`config.mk`:
```
export PLATFORM = sky130hd
export DESIGN_NAME = chunked_adder_scheduler
export DESIGN_NICKNAME = d
export VERILOG_FILES = /design/src/rtl/chunked_adder_scheduler.sv
export SDC_FILE = /design/constraint.sdc
export NUM_CORES = 1
export LEC_CHECK = 0
export BUFFER_PORTS_ARGS = -buffer_cell sky130_fd_sc_hd__buf_2
export CORE_MARGIN = 2
export CORE_UTILIZATION = 53
export DETAILED_ROUTE_END_ITERATION = 8
export HOLD_SLACK_MARGIN = 0.03
export PLACE_DENSITY_LB_ADDON = 0.3
export SLEW_MARGIN = 20
export SYNTH_ARGS = -nofsm -noshare
export SYNTH_HDL_FRONTEND = slang
export SYNTH_SLANG_ARGS = --single-unit
```
`constraint.sdc`:
```
create_clock -name clk -period 5.4 [get_ports clk]
set_clock_uncertainty 0.1 [all_clocks]
set_input_delay 0.54 -clock clk [delete_from_list [all_inputs] [get_ports clk]]
set_output_delay 0.54 -clock clk [all_outputs]
set_load 0.1 [all_outputs]
```
`src/rtl/chunked_adder_scheduler.sv`:
```
// Round-robin scheduler that time-shares one external CHUNK-bit adder among NREQ
// requesters, running each WIDTH-bit add LSB-chunk first with a registered carry.
`timescale 1ns/1ps
module chunked_adder_scheduler #(
    parameter int NREQ  = 2,
    parameter int WIDTH = 12,
    parameter int CHUNK = 3,
    localparam int IDW  = (NREQ > 1) ? $clog2(NREQ) : 1
) (
    input  logic                  clk,
    input  logic                  rst_n,
    input  logic [NREQ-1:0]       req_valid,
    output logic [NREQ-1:0]       req_ready,
    input  logic [NREQ*WIDTH-1:0] req_a,
    input  logic [NREQ*WIDTH-1:0] req_b,
    output logic                  rsp_valid,
    input  logic                  rsp_ready,
    output logic [WIDTH:0]        rsp_sum,
    output logic [IDW-1:0]        rsp_id,
    output logic                  busy,
    output logic [CHUNK-1:0]      add_a,
    output logic [CHUNK-1:0]      add_b,
    output logic                  add_cin,
    input  logic [CHUNK-1:0]      add_sum,
    input  logic                  add_cout
);
    localparam int NCH  = WIDTH / CHUNK;
    localparam int IDXW = (NCH > 1) ? $clog2(NCH) : 1;

    typedef enum logic [1:0] {IDLE, RUN, DONE} state_t;

    state_t            state;
    logic [IDW-1:0]    last;
    logic [IDW-1:0]    id_q;
    logic [IDXW-1:0]   idx;
    logic              carry;
    logic [WIDTH:0]    sum_q;
    logic [WIDTH-1:0]  a_q;
    logic [WIDTH-1:0]  b_q;

    logic              found;
    logic [IDW-1:0]    grant_idx;
    logic [IDW-1:0]    cand;

    // Search starts just after the previous winner, so every requester gets a turn.
    always_comb begin
        found     = 1'b0;
        grant_idx = '0;
        cand      = '0;
        for (int k = 1; k <= NREQ; k++) begin
            cand = IDW'((int'(last) + k) % NREQ);
            if (!found && req_valid[cand]) begin
                found     = 1'b1;
                grant_idx = cand;
            end
        end
    end

    always_comb begin
        req_ready = '0;
        if (rst_n && state == IDLE && found)
            req_ready = NREQ'(1) << grant_idx;
    end

    assign rsp_valid = (state == DONE);
    assign busy      = (state != IDLE);
    assign rsp_sum   = sum_q;
    assign rsp_id    = id_q;
    assign add_a     = (state == RUN) ? a_q[int'(idx)*CHUNK +: CHUNK] : '0;
    assign add_b     = (state == RUN) ? b_q[int'(idx)*CHUNK +: CHUNK] : '0;
    assign add_cin   = (state == RUN) ? carry : 1'b0;

    always_ff @(posedge clk or negedge rst_n) begin
        if (!rst_n) begin
            state <= IDLE;
            last  <= IDW'(NREQ - 1);
            id_q  <= '0;
            idx   <= '0;
            carry <= 1'b0;
            sum_q <= '0;
        end else begin
            case (state)
                IDLE: begin
                    if (found) begin
                        id_q  <= grant_idx;
                        last  <= grant_idx;
                        idx   <= '0;
                        carry <= 1'b0;
                        state <= RUN;
                    end
                end
                RUN: begin
                    sum_q[int'(idx)*CHUNK +: CHUNK] <= add_sum;
                    carry <= add_cout;
                    idx   <= idx + IDXW'(1);
                    if (idx == IDXW'(NCH - 1)) begin
                        sum_q[WIDTH] <= add_cout;
                        state        <= DONE;
                    end
                end
                DONE: begin
                    if (rsp_ready)
                        state <= IDLE;
                end
                default: state <= IDLE;
            endcase
        end
    end

    // Operands are only consumed in RUN, which always follows a capture.
    always_ff @(posedge clk) begin
        if (state == IDLE && found) begin
            a_q <= req_a[int'(grant_idx)*WIDTH +: WIDTH];
            b_q <= req_b[int'(grant_idx)*WIDTH +: WIDTH];
        end
    end
endmodule

```
==> summary.md, run 1 <==
| Metric | Value |
|---|---|
| Rows | `23` |
| Die Ht | `about 69 µm` |
| CTS resizes | `0` |
| FILL cells | `~300` |
| Routability Congestion | `around 0.74` |
| Buffer depth of the longest clock path | `2` |
| RR Startpoint | `idx[0]$_DFFE_PN0P_` |
| Post-Syn Area per Cell | `around 15 µm²` |
| Vias per Instance | `around 5.3` |
| H-Tree Depth | `2` |
| N_diodes | `0` |
| Worst slew margin | `between 50% and 60%` |
| YS warnings | `0` |
| CTS buffer count | `5` |
| Min Tclk post-route | `about 2800 ps` |
| DP Worst Slack | `2930 ps` |
| RSZ-0062 raised after global routing | `false` |
| Clk Tree Root Cell | `clkbuf_8` |
| Post-synth top area cell | `edfxtp_1` |
| Worst-path clk slew | `around 80 ps` |
| Yosys cell types | `31` |
| Post-CTS Hold Buffers | `0` |
| WL final | `just over 4 mm` |
| Vias | `roughly 1500` |
| FF+latch area | `roughly 0.0012 mm²` |
| DR iter-0 viols | `39` |
| Count leader, synth | `edfxtp_1` |
| Crit path launch | `idx[0]$_DFFE_PN0P_` |
| # DRC | `0` |
| Initial antenna violation count | `0` |
| Arr. time, crit path | `roughly 2100 ps` |
| Final slew viol count | `0` |
| FF+latch count, synth | `44` |
| Post-Syn Area | `about 0.0023 mm²` |
| Maxcap violations | `0` |
| Total GRT Usage | `18.6%` |
| Largest net degree at the start of global routing | `27` |
| Synth Net Count | `around 220` |
| Top FF cell, synth | `edfxtp_1` |
| Final setup vio count | `0` |
| Core Area | `roughly 0.004 mm²` |
| Clk_lat worst skew | `300 ps` |
| Number of global-route vias before repair | `roughly 1600` |
| Startpoint types | `flip-flop` |
| Worst setup path class | `reg2out` |
| Clk sinks | `44` |
| Ys async rst share | `between 40% and 50%` |
| Post-CTS Setup Repair Bufs | `0` |
| Critical path endpoint category | `output pin` |
| TritonCTS clock tree | `built` |
| F_max | `between 300 and 400 MHz` |
| Sequential-to-total area share from yosys stat | `between 50% and 60%` |
| TNS Setup | `0 ps` |
| Area contributors post-synth | `edfxtp_1 32%, dfrtp_1 21%, mux2_4 12%` |
| Req. time, crit path | `~4800 ps` |
| Starting density of the core | `between 50% and 60%` |
| Final worst path period share | `about half` |
| Met1 usage | `between 20% and 30%` |
| Status | `complete, no violations` |
| Cells after synthesis | `around 160` |
| Final hold violation count | `0` |
| Synthesis-to-finish area growth | `22.6%` |
| Hold Path Class | `in2async` |
| Layout cells sized above 1 | `52.7%` |
| Antenna Nets Post-Route | `0` |
| Post-Layout Cell Count | `287` |
| Ports | `82` |
| Die X | `69.3 µm` |
| Wire per inst | `between 10 and 15 µm` |
| Total gr overflow | `0` |
| Synth top cells by count | `24 x edfxtp_1, 19 x dfrtp_1, 18 x mux2_4` |
| Most crowded layer after global routing | `met2` |
| Met3 Resource Use GR | `around 6.3%` |
| Post-synth EDFFs | `24` |
| Grt met2 use | `between 30% and 40%` |
| Number of nets in the layout | `between 200 and 300` |
| Crit Path Max Fanout | `15` |
| Final WS setup | `around 2600 ps` |
| Wire length of the first global-routing pass | `around 7 mm` |
| Dpl hpwl | `3.01 mm` |
| Pin slew with the least headroom to its limit | `~700 ps` |
| First-pass iteration count of the detailed router | `4` |
| Die area | `0.00480 mm²` |
| IO Port Bufs | `81` |
| Placed cell count | `between 200 and 300` |
| Area taken by multi-input logic gates | `965 µm²` |
| Top-area cell type share of the netlist area | `between 30% and 40%` |
[flip-flops by register name, indices dropped and copies added (netlist names)]
register and count:
a_q 12, b_q 12, idx 2, rsp_sum 13, last 1, carry 1
state 2, rsp_id 1
[per-layer routing]
metal | up-vias | wire length, µm
li1 | 740 | -
met1 | 704 | 1700
met2 | 62 | 2140
met3 | 5 | 247
met4 | 0 | 45
met5 | - | 0
[cells by family (layout without fill, tap and decap cells)]
family          Yosys count  in the layout  synth area share, %
simple gates             42             42                 10.2
flops                    44             44                 54.1
compound gates           20             20                 6.86
buf+inv                  11             93                 3.60
mux                      32             32                 21.9
fa+ha+maj                 6              6                 3.32
[area by class of cell]
| cell class | instances | area share, % |
|---|---|---|
| inverters | 4 | 0.542 |
| clock buffers | 7 | 3.52 |
| clock inverters | 1 | 0.181 |
| well taps | 50 | 2.26 |
| flip-flops and latches | 44 | 44.1 |
| repair buffers | 81 | 14.6 |
| multi-input cells | 100 | 34.8 |
[path summary, 6_finish.rpt]
| path | to | slack, ps | cells past startpoint |
|---|---|---|---|
| max | add_b[0] | 2620 | 3 |
| min | rsp_sum[5]$_DFFE_PN0P_ | 90 | 1 |
| max reg2reg | rsp_sum[12]$_DFFE_PN0P_ | 3150 | 5 |
| min reg2reg | rsp_sum[8]$_DFFE_PN0P_ | 380 | 2 |
| max in group asynchronous | last$_DFFE_PN1P_ | 4760 | 1 |
| min in group clk | last$_DFFE_PN1P_ | 360 | 2 |
[placed cells by master (no fill, tap or decap), types with 2 or more instances in the layout]
cell and instances:
a21oi_1 2, a22o_1 6, and2_1 7, buf_2 81, clkbuf_8 5, dfrtp_1 19
edfxtp_1 24, ha_1 6, inv_1 4, mux2_2 8, mux2_4 18, mux4_2 6
nand2_1 15, nand2b_1 5, nand3b_1 4, nor2_1 2, nor2b_1 2, nor3_1 2
o31ai_1 9
[worst max-delay path, stage by stage, from the launching register on]
cell and delay [ps]:
dfrtp_1 780, mux4_2 580, and2_1 180, buf_2 290
[per-stage QoR]
step                utilization (%)  hold WS, ps  area (µm²)
floorplan                         -          144        2260
global placement               65.7          359        2670
detailed placement             65.7          366        2670
CTS                            68.2         95.0        2770
global route                   68.3          108        2770
finish                         68.3         89.0        2770
Power of run 1 is left out: the tool's default activity adds up to more than one toggle a clock period on the data nets, which glitch-free logic cannot reach.
==> inputs of run 2 (changes only) <==
- ABC_AREA: default -> 1
- CORE_UTILIZATION: 53 -> 45
- clock period: 5.4 -> 2.4 ns (I/O delays scaled with it)
==> run 2 against run 1 <==
Effect of this change: design area rose by 8.9%; critical path depth increased by 2; area after synthesis up 3.2%; first-iteration DRC count is 90% higher; final cell count rose by 57%; die area up 20%; hold slack gained 13 ps; critical endpoint is now add_a[1]; non-clock buffer count increased by 8; register-to-register slack worse by 2700 ps; via count increased by 34%; flip-flop and latch count stayed put.
==> summary.md, run 2 <==
| Metric | Value |
|---|---|
| Status | `complete, no violations` |
| Area taken by multi-input logic gates | `907 µm²` |
| WL final | `between 4 and 5 mm` |
| Crit Path Max Fanout | `20` |
| H-Tree Depth | `2` |
| Top FF cell, synth | `edfxtp_1` |
| Die area | `around 0.0058 mm²` |
| Yosys cell types | `21` |
| Hold Path Class | `in2reg` |
| Core Area | `between 0.005 and 0.006 mm²` |
| Largest register FFs | `13` |
| Die Ht | `approximately 76 µm` |
| Startpoint types | `flip-flop` |
| IO Port Bufs | `slightly above 80` |
| Cells after synthesis | `about 290` |
| Final hold violation count | `0` |
| Post-Syn Area | `around 0.0023 mm²` |
| Critical path endpoint category | `output pin` |
| Vias per Instance | `between 4 and 5` |
| Die X | `~76 µm` |
| Largest net degree at the start of global routing | `26` |
| Final slew viol count | `0` |
| Fin util | `roughly three fifths` |
| Reg2reg end | `rsp_sum[8]$_DFFE_PN0P_` |
| Number of global-route vias before repair | `roughly 2000` |
| Initial antenna violation count | `0` |
| Wire length of the first global-routing pass | `~8.6 mm` |
| Top-area cell type share of the netlist area | `30.9%` |
| Ys async rst share | `45.5%` |
| R2R setup slack | `roughly 440 ps` |
| Antenna Nets Post-Route | `0` |
| Clk sinks | `44` |
| Wire per inst | `between 10 and 15 µm` |
| Met3 Resource Use GR | `under 10%` |
| Number of nets in the layout | `~440` |
| Area contributors post-synth | `edfxtp_1 31%, nand2_1 21%, dfrtp_1 20%` |
| FILL cells | `446` |
| RR Startpoint | `idx[0]$_DFFE_PN0P_` |
| Req. time, crit path | `about 2100 ps` |
| TNS Setup | `0 ps` |
| Worst slew margin | `67.7%` |
| Ports | `between 80 and 90` |
| FF+latch area | `0.00122 mm²` |
| First-pass iteration count of the detailed router | `4` |
| Final worst path period share | `a little under 90%` |
| YS warnings | `0` |
| CTS resizes | `0` |
| Clk_lat worst skew | `slightly below 300 ps` |
| Post-Syn Area per Cell | `7.99 µm²` |
| Total GRT Usage | `a little under a fifth` |
| Worst-path clk slew | `80 ps` |
| Maxcap violations | `0` |
| Commonest non-fill, non-tap cell in the layout | `nand2_1` |
| Hold Path Cell Cnt | `3` |
| Count leader, synth | `nand2_1` |
| Sequential-to-total area share from yosys stat | `between 50% and 60%` |
| Commonest non-fill, non-tap cells in the layout | `131 x nand2_1, 75 x buf_2, 40 x inv_1, 24 x edfxtp_1, 23 x nand3_1` |
| Total gr overflow | `0` |
| FF+latch count, synth | `44` |
| Min Tclk post-route | `between 2000 and 2500 ps` |
| Synth Net Count | `approximately 360` |
| RSZ-0062 raised after global routing | `false` |
| Hold Path Sink | `carry$_DFFE_PN0P_` |
| Buffer depth of the longest clock path | `2` |
| Grt met2 use | `around a third` |
| R2R depth | `6` |
| N_diodes | `0` |
| Pin slew with the least headroom to its limit | `roughly 490 ps` |
| Hold_sp | `add_cout` |
| Final setup vio count | `0` |
| Arr. time, crit path | `1750 ps` |
| Worst setup path class | `reg2out` |
| Post-synth top area cell | `edfxtp_1` |
| Layout cells sized above 1 | `about 28%` |
| Rows | `26` |
| Most crowded layer after global routing | `met2` |
| Post-synth EDFFs | `24` |
| TritonCTS clock tree | `built` |
| Met1 usage | `between 20% and 30%` |
| Dpl hpwl | `between 3 and 4 mm` |
| Synth top cells by count | `131 x nand2_1, 40 x inv_1, 24 x edfxtp_1` |
| F_max | `between 400 and 500 MHz` |
| Routability Congestion | `between 0.8 and 0.9` |
| DR iter-0 viols | `74` |
| Synthesis-to-finish area growth | `29.4%` |
| Starting density of the core | `between 40% and 50%` |
| Clk Tree Root Cell | `clkbuf_8` |
| CTS buffer count | `5` |
| # DRC | `0` |
| Vias | `2026` |
## run 2: kinds of logic (layout without fill, tap and decap cells)
logic type	after synthesis	count (layout)	synth area share, %
AND/OR/NAND/NOR	171	171	29.8
buffers and inverters	52	140	9.92
flip-flops	44	44	52.4
AO/OA/AOI/OAI	19	19	4.67
adder cells (fa/ha/maj)	6	6	3.22
## run 2: metrics by stage
step | area, µm² | instances | worst slack (ps) | hold WS, ps
after floorplan | 2360 | 292 | 86.1 | -156
after global placement | 2920 | 441 | 610 | 135
after detailed placement | 2920 | 441 | 531 | 149
after CTS | 3020 | 450 | 301 | 97.5
after global routing | 3020 | 450 | 163 | 111
final | 3020 | 450 | 306 | 102
## run 2: repair_timing
action / CTS / global route
endpoints found under the setup margin: 0 / 0
endpoints found under the hold margin: 20 / 0
hold buffers: 2 / 0
setup buffers: 0 / 0
## run 2: routing by layer
layer	wire (µm)	share of wire [%]
met5	0	0
met1	2090	42
met3	264	5.4
met4	143	2.9
met2	2440	49
## run 2: worst max-delay path, cell delays in order, from the launching register on
cell	delay (ps)
dfrtp_1	580
inv_2	240
nand2_1	120
nand3_1	90
a21oi_2	220
buf_12	200
## run 2: worst max-delay path by stage
stage                                  end  depth (start not counted)                  from  slack [ps]
global route                      add_b[2]                          5    idx[0]$_DFFE_PN0P_         160
detailed placement  rsp_sum[8]$_DFFE_PN0P_                          6    idx[0]$_DFFE_PN0P_         530
finish                            add_a[1]                          5    idx[0]$_DFFE_PN0P_         310
CTS                               add_a[1]                          5    idx[0]$_DFFE_PN0P_         300
global placement    rsp_sum[6]$_DFFE_PN0P_                          6    idx[0]$_DFFE_PN0P_         610
floorplan                          add_cin                          4  state[1]$_DFFE_PN0P_          90
## run 2: cell type report
type	count	share of cell area, %
Sequential cell	44	40.5
Multi-Input combinational cell	196	30.0
Timing Repair Buffer	89	18.6
Inverter	44	5.47
Tap cell	70	2.90
Clock buffer	6	2.40
Clock inverter	1	0.166
Power of run 2 is left out for the same reason.
